==> config.mk <==
export PLATFORM = sky130hd
export DESIGN_NAME = square_wave_duty_meter
export DESIGN_NICKNAME = d
export VERILOG_FILES = /design/src/rtl/square_wave_duty_meter.sv
export SDC_FILE = /design/constraint.sdc
export NUM_CORES = 1
export LEC_CHECK = 0
export ABC_AREA = 1
export BUFFER_PORTS_ARGS = -buffer_cell sky130_fd_sc_hd__buf_2
export CORE_MARGIN = 1.5
export CORE_UTILIZATION = 50
export DETAILED_ROUTE_END_ITERATION = 10
export PLACE_DENSITY = 0.7
export SLEW_MARGIN = 20
export SYNTH_ARGS = -nofsm -noshare
export SYNTH_HDL_FRONTEND = slang
export SYNTH_SLANG_ARGS = --single-unit
==> constraint.sdc <==
create_clock -name clk_i -period 2.1 [get_ports clk_i]
set_clock_uncertainty 0.1 [all_clocks]
set_input_delay 0.315 -clock clk_i [delete_from_list [all_inputs] [get_ports clk_i]]
set_output_delay 0.315 -clock clk_i [all_outputs]
set_load 0.02 [all_outputs]
==> src/rtl/square_wave_duty_meter.sv <==
// Measures the high and low durations of an asynchronous square wave in clk cycles
// and reports each complete high+low period with a one-cycle valid pulse.
module square_wave_duty_meter #(
    parameter int CNT_WIDTH   = 12,
    parameter int SYNC_STAGES = 2
) (
    input  logic                 clk_i,
    input  logic                 rst_i,
    input  logic                 square_wave_i,
    output logic [CNT_WIDTH-1:0] on_count_o,
    output logic [CNT_WIDTH-1:0] off_count_o,
    output logic [CNT_WIDTH:0]   period_o,
    output logic                 valid_o,
    output logic                 stalled_o
);

    typedef enum logic [1:0] {
        IDLE,
        MEAS_HIGH,
        MEAS_LOW
    } state_t;

    localparam logic [CNT_WIDTH-1:0] CNT_MAX = '1;
    localparam logic [CNT_WIDTH-1:0] CNT_ONE = CNT_WIDTH'(1);

    logic [SYNC_STAGES-1:0] r_sync;
    logic                   r_sDly;
    logic                   w_s;
    logic                   w_rise;
    logic                   w_fall;

    state_t                 r_state;
    state_t                 w_stateNext;
    logic [CNT_WIDTH-1:0]   r_cnt;
    logic [CNT_WIDTH-1:0]   w_cntNext;
    logic [CNT_WIDTH-1:0]   r_highLen;
    logic [CNT_WIDTH-1:0]   w_highLenNext;
    logic [CNT_WIDTH-1:0]   r_onCount;
    logic [CNT_WIDTH-1:0]   w_onCountNext;
    logic [CNT_WIDTH-1:0]   r_offCount;
    logic [CNT_WIDTH-1:0]   w_offCountNext;
    logic [CNT_WIDTH:0]     r_period;
    logic [CNT_WIDTH:0]     w_periodNext;
    logic                   r_valid;
    logic                   w_validNext;
    logic                   r_stalled;
    logic                   w_stalledNext;

    // Synchronizer resets high so an input already high at reset release is not seen as a rise.
    always_ff @(posedge clk_i) begin
        if (rst_i) begin
            r_sync <= '1;
            r_sDly <= 1'b1;
        end else begin
            r_sync <= {r_sync[SYNC_STAGES-2:0], square_wave_i};
            r_sDly <= r_sync[SYNC_STAGES-1];
        end
    end

    assign w_s    = r_sync[SYNC_STAGES-1];
    assign w_rise = w_s & ~r_sDly;
    assign w_fall = ~w_s & r_sDly;

    always_ff @(posedge clk_i) begin
        if (rst_i) begin
            r_state    <= IDLE;
            r_cnt      <= '0;
            r_highLen  <= '0;
            r_onCount  <= '0;
            r_offCount <= '0;
            r_period   <= '0;
            r_valid    <= 1'b0;
            r_stalled  <= 1'b0;
        end else begin
            r_state    <= w_stateNext;
            r_cnt      <= w_cntNext;
            r_highLen  <= w_highLenNext;
            r_onCount  <= w_onCountNext;
            r_offCount <= w_offCountNext;
            r_period   <= w_periodNext;
            r_valid    <= w_validNext;
            r_stalled  <= w_stalledNext;
        end
    end

    // An edge always wins over saturation, so a count of exactly CNT_MAX is still recorded.
    always_comb begin
        w_stateNext    = r_state;
        w_cntNext      = r_cnt;
        w_highLenNext  = r_highLen;
        w_onCountNext  = r_onCount;
        w_offCountNext = r_offCount;
        w_periodNext   = r_period;
        w_validNext    = 1'b0;
        w_stalledNext  = r_stalled;

        case (r_state)
            IDLE: begin
                if (w_rise) begin
                    w_stateNext   = MEAS_HIGH;
                    w_cntNext     = CNT_ONE;
                    w_stalledNext = 1'b0;
                end
            end
            MEAS_HIGH: begin
                if (w_fall) begin
                    w_highLenNext = r_cnt;
                    w_cntNext     = CNT_ONE;
                    w_stateNext   = MEAS_LOW;
                end else if (r_cnt == CNT_MAX) begin
                    w_stateNext   = IDLE;
                    w_stalledNext = 1'b1;
                end else begin
                    w_cntNext = r_cnt + CNT_ONE;
                end
            end
            MEAS_LOW: begin
                if (w_rise) begin
                    w_onCountNext  = r_highLen;
                    w_offCountNext = r_cnt;
                    w_periodNext   = {1'b0, r_highLen} + {1'b0, r_cnt};
                    w_validNext    = 1'b1;
                    w_cntNext      = CNT_ONE;
                    w_stateNext    = MEAS_HIGH;
                end else if (r_cnt == CNT_MAX) begin
                    w_stateNext   = IDLE;
                    w_stalledNext = 1'b1;
                end else begin
                    w_cntNext = r_cnt + CNT_ONE;
                end
            end
            default: begin
                w_stateNext = IDLE;
            end
        endcase
    end

    assign on_count_o  = r_onCount;
    assign off_count_o = r_offCount;
    assign period_o    = r_period;
    assign valid_o     = r_valid;
    assign stalled_o   = r_stalled;

endmodule

==> results.md, run 1 <==
- Status: complete, no violations
- Initial Utilization: 51.3%
- Die W: 86.2 µm
- Worst-skew pair later-pin latency: 0.34 ns
- Worst VDD drop: 320 µV
- First-pass GRT wire length: 13800 µm
- Tot Pwr: 2.65 mW
- WP data required: 2.24 ns
- Critical Path Fanout Max: 7
- Synth warn: 0
- Mapped Area: 0.00346 mm²
- CTS tree: yes
- Syn Area/Cell: 7.14 µm²
- Gr ovfl total: 0
- Setup_tns: 0 ns
- Largest net degree at the start of global routing: 55
- Layout cell share with drive strength beyond 1: 16.5%
- MaxCap Viol Count: 0
- Synth top area share: 39.3%
- Vias per cell: 5.24
- Commonest non-fill, non-tap cells in the layout: nand2_1 (94), dfxtp_1 (68), inv_1 (60)
- DRC viols: 0
- Most used DFF post-synth: dfxtp_1
- Mapped Cells: 485
- Inserted Clock Buffers: 9
- Fill count: 640
- Clock slew at reported path FFs: 0.07 ns
- Pins Over Slew Limit: 0
- Hold_buf cts: 0
- Post-synth ARST share: 0%
- Area leader, netlist: dfxtp_1
- DR vias: 3242
- Final #Nets: 555
- Syn nets: 506
- Worst slew pin tran: 0.474 ns
- Detailed Place HPWL: 5950 µm
- Setup CP Type: flip-flop to flip-flop
- Placed inst area: 0.00380 mm²
- Clock sink count: 68
- # IOs: 42
- H-tree depth: 3
- Finish-stage setup viols: 0
- Vias in the first global route: 2907
- LEAKAGE: 2.03 nW
- Area Overhead vs Synth: 16.1%
- Area contributors post-synth: dfxtp_1 (39%), nand2_1 (10%), o21ai_0 (7.5%)
- Port Buffers: 41
- Hold Slack: 0.0624 ns
- Iter 0 DRT Violations: 160
- Commonest non-fill, non-tap cell in the layout: nand2_1
- Critical path startpoint category: flip-flop
- Post-route insts no fill: 619
- Post-route design area: 0.00402 mm²
- Placed cells: 603
- Initial antenna violation count: 0
- Achievable Freq: 0.512 GHz
- Global-route usage over all layers: 23.7%
- Worst min path class: input port to flip-flop
- Row cnt: 30
- Ant diodes: 0
- CTS Buffer Depth: 2
- Post-synthesis sequential area ratio: 39.3%
- Die area: 0.00743 mm²
- Placeable Area: 0.00676 mm²
- FF+latch count, synth: 68
- Critical Path AT: 2.10 ns
- Final worst path period need: 1.95 ns
- Die Height: 86.2 µm
- Unrepaired setup endpoints after global routing: false
- Final WL: 8270 µm
- Post-DRT Antenna Nets: 0
- Crit share post-route: 93.1%
- CP endpoint kind: flip-flop
- Final hold vios: 0
- Post-synth EDFFs: 0
- GP Congestion: 0.979
- Pre-Repair DR Iteration Count: 4
- WL/cell: 13.4 µm
- Slew headroom: 68.4%
- Netlist cell types: 36
- Power density cells: 659 mW/mm²
- Root Buffer: clkbuf_8
-- per-stage QoR --
step | utilization [%] | setup slack [ns]
floorplan | - | 0.287
global placement | 56.3 | 0.199
detailed placement | 56.3 | 0.146
CTS | 59.5 | 0.123
global route | 59.5 | 0.0145
finish | 59.5 | 0.146
-- metal layers --
layer	share of wire, %	GRT usage [%]	wire length, µm	vias up
met4	1.5	10.7	127	0
met2	47	36.5	3880	64
met5	0	0	0	-
met1	46	32.7	3840	1487
met3	5.1	3.81	418	14
li1	-	-	-	1677
-- where the power goes --
group,switching (mW),internal (mW)
logic,0.0968,0.0440
registers,0.0131,1.30
clock network,0.522,0.672
total,0.632,2.02
-- registers in the layout, summed over array words and instances (netlist names) --
name	count
off_count_o	12
on_count_o	12
period_o	13
r_cnt	12
r_highLen	12
r_sDly	1
r_state	2
r_sync	2
stalled_o	1
valid_o	1
-- timing repair --
| action | in CTS | in global routing |
|---|---|---|
| setup endpoints to repair | 0 | 1 |
| endpoints found under the hold margin | 0 | 0 |
| gates resized for setup | 0 | 1 |
| buffers inserted | 0 | 0 |
-- kinds of logic after synthesis --
group,Yosys count,share of synthesized area [%]
AO/OA/AOI/OAI,124,19.4
XOR/XNOR,5,1.26
adder cells (fa/ha/maj),18,6.72
flip-flops,68,39.3
buffers and inverters,81,8.89
AND/OR/NAND/NOR,189,24.4
-- layout make-up --
cell class / count / area [µm²] / share of cell area, %
timing repair buffer: 54 / 303 / 7.53
clock buffer: 10 / 128 / 3.17
sequential: 68 / 1360 / 33.9
inverter: 65 / 244 / 6.07
clock inverter: 6 / 87.6 / 2.18
multi-input combinational: 336 / 1800 / 44.7
tap: 80 / 100 / 2.49
-- final timing paths --
check                           cells past startpoint           from          end  slack, ns
worst min register to register                      1      r_sync[0]    r_sync[1]       0.32
worst max register to register                      9       r_cnt[0]  period_o[6]       0.15
worst max-delay path                                9       r_cnt[0]  period_o[6]       0.15
worst min-delay path                                2  square_wave_i    r_sync[0]       0.06
-- Yosys cell counts (2+ instances only) --
cell	instances
inv_1	60
o21ai_0	52
buf_2	3
dfxtp_1	68
o21a_1	6
nand2_1	94
buf_1	2
o21ai_1	5
o211ai_1	4
nand4_1	4
nand2_2	3
a21oi_1	51
or2_2	3
nand3_1	27
nand3b_1	3
o21bai_1	2
xor2_1	4
ha_1	17
nor2_4	2
clkbuf_1	11
inv_2	4
nor2_1	46
-- critical path: stages, from the launching register on --
cell and delay, ns:
dfxtp_1 0.37, ha_1 0.27, fa_1 0.44, nand3_1 0.11, nand3_1 0.13, a21oi_2 0.16, or2_2 0.12, nand3_1 0.06
nand2_1 0.07, inv_1 0.03
No activity file was read; power rests on OpenSTA's default activity.
==> run 2: changes to the inputs <==
--- a/config.mk
+++ b/config.mk
@@ -6,7 +6,7 @@
 export NUM_CORES = 1
 export LEC_CHECK = 0
 export ABC_AREA = 1
-export BUFFER_PORTS_ARGS = -buffer_cell sky130_fd_sc_hd__buf_2
+export BUFFER_PORTS_ARGS = -buffer_cell sky130_fd_sc_hd__clkbuf_2
 export CORE_MARGIN = 1.5
 export CORE_UTILIZATION = 50
 export DETAILED_ROUTE_END_ITERATION = 10
==> results.md, run 2 (same netlist as run 1, synthesis figures left out) <==
- Critical Path AT: 2.11 ns
- Sw Share: 22.5%
- CP endpoint kind: flip-flop
- Crit path buffers/inverters: 1
- Largest net degree at the start of global routing: 55
- GP Congestion: 0.966
- Final worst path period need: 1.95 ns
- Worst VDD drop: 333 µV
- Root Buffer: clkbuf_8
- Inserted Clock Buffers: 9
- Global-route usage over all layers: 23.5%
- Commonest non-fill, non-tap cells in the layout: nand2_1 (94), dfxtp_1 (68), inv_1 (60)
- H-tree depth: 3
- Post-DRT Antenna Nets: 0
- DR vias: 3242
- Die area: 0.00743 mm²
- Layout cell share with drive strength beyond 1: 16.3%
- Setup_tns: 0 ns
- Critical path startpoint category: flip-flop
- LEAKAGE: 2.02 nW
- Net Sw Power: 0.632 mW
- Unrepaired setup endpoints after global routing: false
- WL/cell: 13.4 µm
- Worst slew pin tran: 0.423 ns
- Pre-Repair DR Iteration Count: 4
- Initial antenna violation count: 0
- Worst-skew pair later-pin latency: 0.35 ns
- # IOs: 42
- Pins Over Slew Limit: 0
- CTS tree: yes
- WP data required: 2.25 ns
- Worst min path class: input port to flip-flop
- DRC viols: 0
- Ant diodes: 0
- Setup CP Type: flip-flop to flip-flop
- First-pass GRT wire length: 13600 µm
- Clock slew at reported path FFs: 0.08 ns
- Die W: 86.2 µm
- Achievable Freq: 0.512 GHz
- Status: complete, no violations
- Clock power share: 48.1%
- Placed inst area: 0.00381 mm²
- MaxCap Viol Count: 0
- Power density cells: 691 mW/mm²
- Hold_buf cts: 0
- Critical Path Slowest Stage Cell: fa_1
- Largest register FFs: 13
- Vias in the first global route: 3033
- Row cnt: 30
- Die Height: 86.2 µm
- Crit-path cells: ha_1 > fa_1 > nand3_1 > nand3_1 > a21oi_1 > or2_2 > nand3_1 > nand2_1 > inv_1
- Vias per cell: 5.24
- Iter 0 DRT Violations: 138
- Slew headroom: 71.7%
- Detailed Place HPWL: 5860 µm
- Final WL: 8280 µm
- Finish-stage setup viols: 0
- Post-route design area: 0.00406 mm²
- Clock sink count: 68
- Commonest non-fill, non-tap cell in the layout: nand2_1
- Placeable Area: 0.00676 mm²
- Internal: 2.18 mW
- Top Family by Delay on Critical Path: adder cells
- Critical path's most frequent cell: nand3_1
- CTS Buffer Depth: 2
- Final #Nets: 555
- Initial Utilization: 51.3%
- Area Overhead vs Synth: 17.3%
- Gr ovfl total: 0
- Combinational power share: 5.1%
- Slowest Stage Delay on Critical Path: 0.44 ns
- Post-CTS Setup Bufs: 0
- Crit share post-route: 93.0%
- Final hold vios: 0
- Reg power frac: 46.8%
- Post-CTS Resized: 0
- Critical Path Fanout Max: 7
- Port Buffers: 41
## run 2: cell count changes in the layout (fill, tap and decap cells not counted), sizes merged
cell,previous run,this run
clkbuf,10,52
clkinv,4,2
bufinv,2,3
buf,54,13
## run 2: path summary, 6_finish.rpt
path,start,end,slack (ns),depth (start not counted)
setup reg to reg,r_cnt[0],period_o[6],0.15,9
setup / recovery,r_cnt[0],period_o[6],0.15,9
hold reg to reg,r_sync[0],r_sync[1],0.32,1
hold / removal,square_wave_i,r_sync[0],0.06,2
## run 2: power groups by stage
stage | Clock (mW) | Sequential [mW] | Combinational (mW)
CTS | 1.38 | 1.31 | 0.144
floorplan | 0 | 1.34 | 0.108
global placement | 0 | 1.34 | 0.141
detailed placement | 0 | 1.35 | 0.143
finish | 1.35 | 1.31 | 0.144
global route | 1.42 | 1.32 | 0.162
## run 2: area by class of cell
| cell class | instances | area (µm²) |
|---|---|---|
| Sequential cell | 68 | 1360 |
| Clock buffer | 11 | 141 |
| Inverter | 65 | 244 |
| Tap cell | 80 | 100 |
| Multi-Input combinational cell | 336 | 1790 |
| Fill cell | 633 | 2690 |
| Clock inverter | 5 | 108 |
| Timing Repair Buffer | 54 | 315 |
## run 2: layer usage
| layer | up-vias | wire length, µm | share of wire [%] | GRT usage (%) |
|---|---|---|---|---|
| met5 | - | 0 | 0 | 0 |
| met3 | 19 | 428 | 5.2 | 3.43 |
| met1 | 1457 | 3710 | 45 | 29.3 |
| met2 | 88 | 3960 | 48 | 40.5 |
| met4 | 0 | 174 | 2.1 | 10.1 |
| li1 | 1678 | - | - | - |
## run 2: through the flow
step / std cells / hold WS (ns) / power (mW) / setup slack [ns] / util [%]
after global routing: 619 / 0.0805 / 2.90 / 0.00635 / 60.1
after floorplan: 485 / 0.285 / 1.45 / 0.287 / -
after CTS: 619 / 0.0472 / 2.83 / 0.146 / 60.1
after detailed placement: 603 / 0.304 / 1.49 / 0.154 / 56.5
after global placement: 603 / 0.298 / 1.49 / 0.201 / 56.5
final: 619 / 0.0563 / 2.81 / 0.147 / 60.1
==> run 3: changes to the inputs <==
--- a/config.mk
+++ b/config.mk
@@ -11,6 +11,7 @@
 export CORE_UTILIZATION = 50
 export DETAILED_ROUTE_END_ITERATION = 10
 export PLACE_DENSITY = 0.7
+export RECOVER_POWER = 50
 export SLEW_MARGIN = 20
 export SYNTH_ARGS = -nofsm -noshare
 export SYNTH_HDL_FRONTEND = slang
==> constraint.sdc (replaced) <==
create_clock -name clk_i -period 2.1 [get_ports clk_i]
set_clock_uncertainty 0.1 [all_clocks]
set_input_delay 0.42 -clock clk_i [delete_from_list [all_inputs] [get_ports clk_i]]
set_output_delay 0.42 -clock clk_i [all_outputs]
set_load 0.02 [all_outputs]
==> results.md, run 3 (same netlist as run 1, synthesis figures left out) <==
- Setup CP Type: flip-flop to flip-flop
- Routed wl met2: 3900 µm
- Highest metal used: met4
- Pre-Repair DR Iteration Count: 5
- DR vias: 3243
- Detailed Place HPWL: 5910 µm
- Layout cell share with drive strength beyond 1: 9.26%
- GP Congestion: 0.923
- CP endpoint kind: flip-flop
- Ant diodes: 0
- Iter 0 DRT Violations: 205
- Global-route usage over all layers: 24.7%
- Tot Pwr: 2.87 mW
- Critical Path AT: 2.11 ns
- Setup_tns: 0 ns
- Largest net degree at the start of global routing: 55
- Final worst path period need: 1.96 ns
- WL/cell: 13.5 µm
- Post-CTS Setup Bufs: 0
- Crit path buffers/inverters: 1
- Initial antenna violation count: 0
- Final #Nets: 557
- Clock sink count: 68
- Crit share post-route: 93.2%
- Port Buffers: 41
- Metal1 wirelength: 3910 µm
- MaxCap Viol Count: 0
- Largest register FFs: 13
- Critical Path Fanout Max: 7
- Status: complete, no violations
- Vias in the first global route: 2964
- Commonest non-fill, non-tap cell in the layout: nand2_1
- Slowest Stage Delay on Critical Path: 0.44 ns
- First-pass GRT wire length: 14200 µm
- Worst-skew pair later-pin latency: 0.35 ns
- Worst slew pin tran: 0.962 ns
- Root Buffer: clkbuf_8
- Post-CTS Resized: 0
- Hold_sp: square_wave_i
- Vias per cell: 5.23
- Worst min path class: input port to flip-flop
- Crit-path cells: ha_1 > fa_1 > nand3_1 > nand3_1 > a21oi_1 > or2_2 > nand3_1 > nand2_1 > inv_1
- CTS tree: yes
- DRC viols: 0
- Area Overhead vs Synth: 16.0%
- Routed wl met3: 367 µm
- Commonest non-fill, non-tap cells in the layout: nand2_1 (94), dfxtp_1 (68), inv_1 (60)
- Die Height: 86.2 µm
- Die W: 86.2 µm
- Final hold vios: 0
- Die area: 0.00743 mm²
- Inserted Clock Buffers: 9
- Row cnt: 30
- CP startpoint: r_cnt[0]
- Placeable Area: 0.00676 mm²
- WP data required: 2.25 ns
- Core Util, Final: 59.5%
- Final WL: 8380 µm
- Initial Utilization: 51.3%
- Finish-stage setup viols: 0
- Worst VDD drop: 425 µV
- Critical Path Slowest Stage Cell: fa_1
- Achievable Freq: 0.511 GHz
- Top Family by Delay on Critical Path: adder cells
- Slew headroom: 35.9%
- Critical path's most frequent cell: nand3_1
- H-tree depth: 3
- Critical path startpoint category: flip-flop
- Pins Over Slew Limit: 0
- Gr ovfl total: 0
- LEAKAGE: 1.89 nW
- CTS Buffer Depth: 2
- # IOs: 42
- Power density cells: 715 mW/mm²
- R2r startpoint: r_cnt[0]
- Hold_buf cts: 0
- Unrepaired setup endpoints after global routing: false
- Clock slew at reported path FFs: 0.07 ns
- Post-DRT Antenna Nets: 0
-- run 3: final timing paths --
check           endpoint  slack (ns)  cells past startpoint
max reg2reg  period_o[6]        0.14                      9
min            r_sync[0]        0.16                      2
min reg2reg    r_sync[1]        0.32                      1
max          period_o[6]        0.14                      9
-- run 3: metal layers --
layer	up-vias	GRT usage, %
met1	1458	32.8
met3	21	5.43
met5	-	0
met2	78	39.7
li1	1686	-
met4	0	9.38
-- run 3: worst reg2reg max path, delay by kind of cell, from the launching register on --
family | cells | cell delay [ns]
fa+ha+maj | 2 | 0.70
compound gates | 1 | 0.18
simple gates | 5 | 0.49
flops | 1 | 0.37
buf+inv | 1 | 0.03
-- run 3: layout make-up --
cell class | instances | area [µm²]
fill | 666 | 2740
multi-input combinational | 336 | 1790
sequential | 68 | 1360
timing repair buffer | 56 | 258
inverter | 65 | 244
clock inverter | 6 | 138
clock buffer | 9 | 124
tap | 80 | 100
-- run 3: stage by stage --
stage | cells | hold slack, ns | setup slack [ns] | instance area, µm²
global route | 620 | 0.151 | 0.0316 | 4020
global placement | 605 | 0.300 | 0.194 | 3830
CTS | 620 | 0.143 | 0.154 | 4090
finish | 620 | 0.161 | 0.143 | 4020
floorplan | 485 | 0.289 | 0.287 | 3460
detailed placement | 605 | 0.300 | 0.174 | 3830
-- run 3: where the power goes --
| group | switching [mW] | internal [mW] |
|---|---|---|
| sequential | 0.0133 | 1.30 |
| combinational | 0.0974 | 0.0437 |
| clock | 0.509 | 0.906 |
| total | 0.620 | 2.25 |
